$ cat src/rtl/rf_multiport_pkg.sv
// Shared types and default sizes for the multiport register file and its clear engine.
package rf_multiport_pkg;

    localparam int RF_DATA_W = 32;
    localparam int RF_ADDR_W = 5;
    localparam int RF_NRD    = 2;

    typedef enum logic [1:0] {
        RF_IDLE  = 2'd0,
        RF_SWEEP = 2'd1,
        RF_DONE  = 2'd2
    } rf_state_e;

endpackage

$ cat src/rtl/rf_multiport_if.sv
// Write ports A/B, packed read ports and clear handshake of the register file.
interface rf_multiport_if #(
    parameter int DATA_W = 32,
    parameter int ADDR_W = 5,
    parameter int NRD    = 2
);
    logic                  we_a;
    logic [ADDR_W-1:0]     wa_a;
    logic [DATA_W-1:0]     wd_a;
    logic                  we_b;
    logic [ADDR_W-1:0]     wa_b;
    logic [DATA_W-1:0]     wd_b;
    logic [NRD*ADDR_W-1:0] ra;
    logic [NRD*DATA_W-1:0] rd;
    logic                  clr_req;
    logic                  clr_busy;
    logic                  clr_done;

    modport master (
        output we_a, wa_a, wd_a,
        output we_b, wa_b, wd_b,
        output ra, clr_req,
        input  rd, clr_busy, clr_done
    );

    modport slave (
        input  we_a, wa_a, wd_a,
        input  we_b, wa_b, wd_b,
        input  ra, clr_req,
        output rd, clr_busy, clr_done
    );

endinterface

$ cat src/rtl/rf_multiport_clear_ctrl.sv
// Clear engine: walks a counter over every entry, then pulses done for one cycle.
module rf_clear_ctrl
    import rf_multiport_pkg::*;
#(
    parameter int ADDR_W = RF_ADDR_W
) (
    input  logic              clk,
    input  logic              rst_n,
    input  logic              clr_req,
    output logic              clr_we,
    output logic [ADDR_W-1:0] clr_addr,
    output logic              clr_busy,
    output logic              clr_done,
    output logic              clr_idle
);

    rf_state_e         state, state_nxt;
    logic [ADDR_W-1:0] cnt, cnt_nxt;

    always_ff @(posedge clk or negedge rst_n) begin
        if (!rst_n) begin
            state <= RF_IDLE;
            cnt   <= '0;
        end else begin
            state <= state_nxt;
            cnt   <= cnt_nxt;
        end
    end

    // The sweep leaves on the last address, so the counter never wraps.
    always_comb begin
        state_nxt = state;
        cnt_nxt   = cnt;
        case (state)
            RF_IDLE: begin
                if (clr_req) begin
                    state_nxt = RF_SWEEP;
                    cnt_nxt   = '0;
                end
            end
            RF_SWEEP: begin
                if (cnt == '1) begin
                    state_nxt = RF_DONE;
                    cnt_nxt   = '0;
                end else begin
                    cnt_nxt = cnt + 1'b1;
                end
            end
            RF_DONE: begin
                state_nxt = RF_IDLE;
            end
            default: begin
                state_nxt = RF_IDLE;
                cnt_nxt   = '0;
            end
        endcase
    end

    assign clr_busy = (state == RF_SWEEP);
    assign clr_we   = clr_busy;
    assign clr_addr = cnt;
    assign clr_done = (state == RF_DONE);
    assign clr_idle = (state == RF_IDLE);

endmodule

$ cat src/rtl/rf_multiport.sv
// Two-write, NRD-read register file with optional bypass, hard-wired zero entry and clear sweep.
module rf_multiport
    import rf_multiport_pkg::*;
#(
    parameter int DATA_W   = RF_DATA_W,
    parameter int ADDR_W   = RF_ADDR_W,
    parameter int NRD      = RF_NRD,
    parameter int ZERO_REG = 1,
    parameter int BYPASS   = 1
) (
    input  logic           clk,
    input  logic           rst_n,
    rf_multiport_if.slave  bus
);

    localparam int DEPTH = 2 ** ADDR_W;

    logic [DATA_W-1:0] mem [DEPTH];
    logic [DATA_W-1:0] rd_port [NRD];

    logic              clr_we;
    logic [ADDR_W-1:0] clr_addr;
    logic              clr_busy;
    logic              clr_done;
    logic              clr_idle;
    logic              wr_a_ok;
    logic              wr_b_ok;
    logic              byp_en;

    rf_clear_ctrl #(
        .ADDR_W (ADDR_W)
    ) u_clear_ctrl (
        .clk      (clk),
        .rst_n    (rst_n),
        .clr_req  (bus.clr_req),
        .clr_we   (clr_we),
        .clr_addr (clr_addr),
        .clr_busy (clr_busy),
        .clr_done (clr_done),
        .clr_idle (clr_idle)
    );

    assign bus.clr_busy = clr_busy;
    assign bus.clr_done = clr_done;

    assign wr_a_ok = bus.we_a && !((ZERO_REG != 0) && (bus.wa_a == '0));
    assign wr_b_ok = bus.we_b && !((ZERO_REG != 0) && (bus.wa_b == '0));
    assign byp_en  = (BYPASS != 0) && clr_idle;

    // Clear sweep wins over both ports; B is written last so it wins over A.
    always_ff @(posedge clk or negedge rst_n) begin
        if (!rst_n) begin
            for (int i = 0; i < DEPTH; i++) begin
                mem[i] <= '0;
            end
        end else if (clr_we) begin
            mem[clr_addr] <= '0;
        end else begin
            if (wr_a_ok) begin
                mem[bus.wa_a] <= bus.wd_a;
            end
            if (wr_b_ok) begin
                mem[bus.wa_b] <= bus.wd_b;
            end
        end
    end

    for (genvar g = 0; g < NRD; g++) begin : g_rd
        logic [ADDR_W-1:0] addr;

        assign addr = bus.ra[g*ADDR_W +: ADDR_W];

        always_comb begin
            rd_port[g] = mem[addr];
            if (byp_en && wr_a_ok && (bus.wa_a == addr)) begin
                rd_port[g] = bus.wd_a;
            end
            if (byp_en && wr_b_ok && (bus.wa_b == addr)) begin
                rd_port[g] = bus.wd_b;
            end
            if ((ZERO_REG != 0) && (addr == '0)) begin
                rd_port[g] = '0;
            end
        end
    end

    always_comb begin
        bus.rd = '0;
        for (int i = 0; i < NRD; i++) begin
            bus.rd[i*DATA_W +: DATA_W] = rd_port[i];
        end
    end

endmodule
$ cat src/flat_wrapper.sv
// flat-port wrapper written by rule: the top's interface ports become plain ports
module rf_multiport_flat import rf_multiport_pkg::*;
#(
    parameter int DATA_W   = RF_DATA_W,
    parameter int ADDR_W   = RF_ADDR_W,
    parameter int NRD      = RF_NRD,
    parameter int ZERO_REG = 1,
    parameter int BYPASS   = 1
)
  (clk, rst_n, bus_we_a, bus_wa_a, bus_wd_a, bus_we_b, bus_wa_b, bus_wd_b, bus_ra, bus_clr_req, bus_rd, bus_clr_busy, bus_clr_done);
  rf_multiport_if #(.DATA_W(DATA_W), .ADDR_W(ADDR_W), .NRD(NRD)) bus_i ();
  input  logic clk;
  input  logic rst_n;
  input wire logic [$bits(bus_i.we_a)-1:0] bus_we_a;
  input wire logic [$bits(bus_i.wa_a)-1:0] bus_wa_a;
  input wire logic [$bits(bus_i.wd_a)-1:0] bus_wd_a;
  input wire logic [$bits(bus_i.we_b)-1:0] bus_we_b;
  input wire logic [$bits(bus_i.wa_b)-1:0] bus_wa_b;
  input wire logic [$bits(bus_i.wd_b)-1:0] bus_wd_b;
  input wire logic [$bits(bus_i.ra)-1:0] bus_ra;
  input wire logic [$bits(bus_i.clr_req)-1:0] bus_clr_req;
  output wire logic [$bits(bus_i.rd)-1:0] bus_rd;
  output wire logic [$bits(bus_i.clr_busy)-1:0] bus_clr_busy;
  output wire logic [$bits(bus_i.clr_done)-1:0] bus_clr_done;
  assign bus_i.we_a = bus_we_a;
  assign bus_i.wa_a = bus_wa_a;
  assign bus_i.wd_a = bus_wd_a;
  assign bus_i.we_b = bus_we_b;
  assign bus_i.wa_b = bus_wa_b;
  assign bus_i.wd_b = bus_wd_b;
  assign bus_i.ra = bus_ra;
  assign bus_i.clr_req = bus_clr_req;
  assign bus_rd = bus_i.rd;
  assign bus_clr_busy = bus_i.clr_busy;
  assign bus_clr_done = bus_i.clr_done;
  rf_multiport #(.DATA_W(DATA_W), .ADDR_W(ADDR_W), .NRD(NRD), .ZERO_REG(ZERO_REG), .BYPASS(BYPASS)) u_core (.clk(clk), .rst_n(rst_n), .bus(bus_i));
endmodule
$ cat config.mk
export PLATFORM = sky130hd
export DESIGN_NAME = rf_multiport_flat
export DESIGN_NICKNAME = d
export VERILOG_FILES = /design/src/rtl/rf_multiport_pkg.sv /design/src/rtl/rf_multiport_if.sv /design/src/rtl/rf_multiport_clear_ctrl.sv /design/src/rtl/rf_multiport.sv /design/src/flat_wrapper.sv
export SDC_FILE = /design/constraint.sdc
export NUM_CORES = 2
export LEC_CHECK = 0
export BUFFER_PORTS_ARGS = -buffer_cell sky130_fd_sc_hd__buf_2
export CORE_MARGIN = 2
export CORE_UTILIZATION = 35
export DETAILED_ROUTE_END_ITERATION = 12
export PLACE_DENSITY_LB_ADDON = 0.15
export SKIP_LAST_GASP = 1
export SYNTH_ARGS = -nofsm -noshare
export SYNTH_HDL_FRONTEND = slang
export SYNTH_SLANG_ARGS = --single-unit
$ cat constraint.sdc
create_clock -name clk -period 5.9 [get_ports clk]
set_input_delay 0.295 -clock clk [delete_from_list [all_inputs] [get_ports clk]]
set_output_delay 0.295 -clock clk [all_outputs]
set_load 0.01 [all_outputs]
==> flow_summary.yaml <==
critical_path:
  critical_path_arrival_ns: 4.45
  cp-end-kind: "output pin"
  crit_start: "u_core.u_clear_ctrl.state[0]$_DFFE_PN0P_"
  worstReg2RegStart: "u_core.u_clear_ctrl.state[0]$_DFFE_PN0P_"
  critPathKind: "reg2out"
  r2r_slack_ns: 2.09
  worstPathMaxFanout: 31
  r2r_end: "u_core.mem[1013]$_DFF_PN0_"
  crit_required_ns: 5.61
  start_kind: "flop"
  endpoint: "bus_rd[48]"
  r2r_cells: 6
clock_network:
  ctsHoldBuffers: 3
  cts-root-buf: "clkbuf_16"
  path_clk_slew_ns: 0.06
  clkLatencyLatePin_ns: 0.82
  cts_post_setup_buffers_inserted: 0
  htreeDepth: 4
  cts.sinks: 1031
  cts_tree: "done"
  cts_buffers: 136
  clk_path_buf_depth: 3
  cts_resized: 0
drt:
  drtIter0Drc: 10300
  viasPerCell: 6.96
  drtPass1Iterations: 7
  drc: 0
  routed_wl_um: 388000
  wl_per_cell_um: 38.8
  num_vias: 69600
  detail-route-antenna-nets: 0
sta:
  setup_tns_ns: 0
  slew_violations: 0
  max_freq_ghz: 0.211
  hold_viol: 0
  whs_ns: 0.0652
  grt_setup_unrepaired: "false"
  setup_slack_ns: 1.16
  relSlewSlack: 0.0341
  fin_skew_ns: 0.0258
  period_minus_slack_ns: 4.74
  finalSetupViolCount: 0
  worst_slew_pin_slew_ns: 1.44
  period_share: 0.804
global_route:
  grt_pass1_wl_um: 538000
  grt_overflow_total: 0
  antenna_found_initial: 38
  track_usage: 0.348
  grt_pass1_vias: 64900
  grt_max_degree: 198
power:
  p_total_mw: 32.7
  leakagePower_nw: 35.7
  p_per_area_nw_per_um2: 398
  vdd_drop_max_mv: 0.404
cells_and_area:
  fin_cells: 9998
  drive_gt1_frac: 0.174
  final_util: 0.387
  fillCellCount: 20600
  final_area_sq_um: 82200
  final_nets: 7152
  syn_to_final_growth_pct: 9.90
synthesis:
  synth_cells: 7524
  synth-seq-area-share: 0.345
  synthArstFlopShare: 1.00
  syn_area_per_cell_sq_um: 9.94
  ys_types: 71
  yosys_register_bits: 1031
  synth_edf_count: 0
  syn-num-nets: 7618
  synth_warnings: 0
  syn_area_sq_um: 74800
  synth_ff_type: "dfrtp_1"
floorplanning:
  fp.dieH_um: 466
  start_util: 0.352
  placementRows: 169
  core_sq_um: 212000
  ios: 155
  die_w_um: 466
  die_area_sq_um: 217000
placement:
  routabilityCongestion: 0.959
  port_buffers: 154
  place_hpwl_um: 231000
  numPlacedInstances: 9738
  place_area_sq_um: 77600
  dp_worst_setup_slack_ns: 1.76
flow_run:
  cap_violations: 0
hold_path:
  hp-class: "in2async"
run_status:
  outcome: "finished, final reports clean"
==> synth_stat cells (8+ instances only) <==
| master | n | area [sq um] |
|---|---|---|
| and2_1 | 8 | 50.1 |
| a32oi_1 | 124 | 1090 |
| nor2b_1 | 51 | 319 |
| and3_1 | 9 | 56.3 |
| inv_1 | 38 | 143 |
| nor3_1 | 134 | 671 |
| or3_1 | 8 | 50.1 |
| buf_1 | 24 | 90.1 |
| o21ai_0 | 445 | 2230 |
| a221o_1 | 37 | 370 |
| mux2i_1 | 850 | 8510 |
| mux4_2 | 495 | 11100 |
| mux2_2 | 25 | 282 |
| nor4_1 | 45 | 282 |
| a221oi_1 | 8 | 70.1 |
| o211ai_1 | 9 | 67.6 |
| nor2_1 | 596 | 2240 |
| a22o_1 | 975 | 8540 |
| nand2_1 | 539 | 2020 |
| o22ai_1 | 160 | 1000 |
| xnor2_1 | 14 | 123 |
| a311oi_1 | 12 | 105 |
| dfrtp_1 | 1031 | 25800 |
| a211oi_1 | 24 | 180 |
| a21oi_1 | 646 | 3230 |
| a2111oi_0 | 15 | 131 |
| clkbuf_2 | 31 | 155 |
| a31oi_1 | 32 | 200 |
| clkbuf_1 | 719 | 2700 |
| or4_1 | 22 | 165 |
| buf_4 | 54 | 405 |
| nand3_1 | 18 | 90.1 |
| o22a_1 | 8 | 70.1 |
| buf_6 | 15 | 169 |
| nand3b_1 | 16 | 120 |
| o21ai_1 | 20 | 100 |
| a32o_1 | 22 | 220 |
| buf_2 | 167 | 836 |
==> worst min-delay path by stage <==
stage / startpoint / to / slack, ns / depth (start not counted)
finish: rst_n / u_core.mem[790]$_DFF_PN0_ / 0.07 / 2
global route: rst_n / u_core.mem[854]$_DFF_PN0_ / 0.12 / 2
CTS: rst_n / u_core.mem[854]$_DFF_PN0_ / 0.07 / 2
detailed placement: rst_n / u_core.mem[854]$_DFF_PN0_ / 0.33 / 1
global placement: rst_n / u_core.mem[854]$_DFF_PN0_ / 0.34 / 1
floorplan: rst_n / u_core.mem[0]$_DFF_PN0_ / -0.0006 / 0
==> power by group <==
group	internal, mW	switching (mW)	leakage, nW
Clock	5.00	3.60	2.19
Combinational	5.09	7.72	19.2
Sequential	9.02	2.26	14.3
==> per-layer routing <==
layer | routed length (um) | track usage
met5 | 199 | 0
met2 | 164000 | 0.499
met1 | 154000 | 0.468
met3 | 46100 | 0.104
met4 | 23600 | 0.189
==> critical path, cell delays in order, from the launching register on <==
cell and delay (ns):
dfrtp_1 0.54, or3b_1 0.46, nor4_1 0.35, and2_2 0.65
a311oi_1 0.12, nor3_1 1.17, buf_2 0.32
==> final cells by class <==
type	instances	area, sq um	share of cell area
antenna	14	35.0	0.000426
clock buffer	223	4260	0.0518
clock inverter	20	199	0.00242
inverter	39	146	0.00178
multi-input combinational	5443	45200	0.550
sequential	1031	25800	0.314
tap	2821	3530	0.0430
timing repair buffer	407	3010	0.0366
==> placed cells by master (no fill, tap or decap), drive strengths merged, types with 136 or more instances in the layout <==
cell type     n
a21oi       646
a22o        975
buf         403
clkbuf      224
dfrtp      1031
mux2i       850
mux4        495
nand2       539
nor2        600
nor3        136
o21ai       465
o22ai       160
==> registers in the layout, summed over array words and instances (netlist names) <==
| name | cells |
|---|---|
| u_core.u_clear_ctrl.clr_addr | 5 |
| u_core.u_clear_ctrl.state | 2 |
| u_core.mem | 1024 |
==> cells by family after synthesis <==
group           share of synthesized area
compound gates                      0.237
xor+xnor                          0.00268
fa+ha+maj                        0.000837
buf+inv                            0.0604
flops                               0.345
mux                                 0.267
simple gates                       0.0872
(Power assumes the default switching activity.)
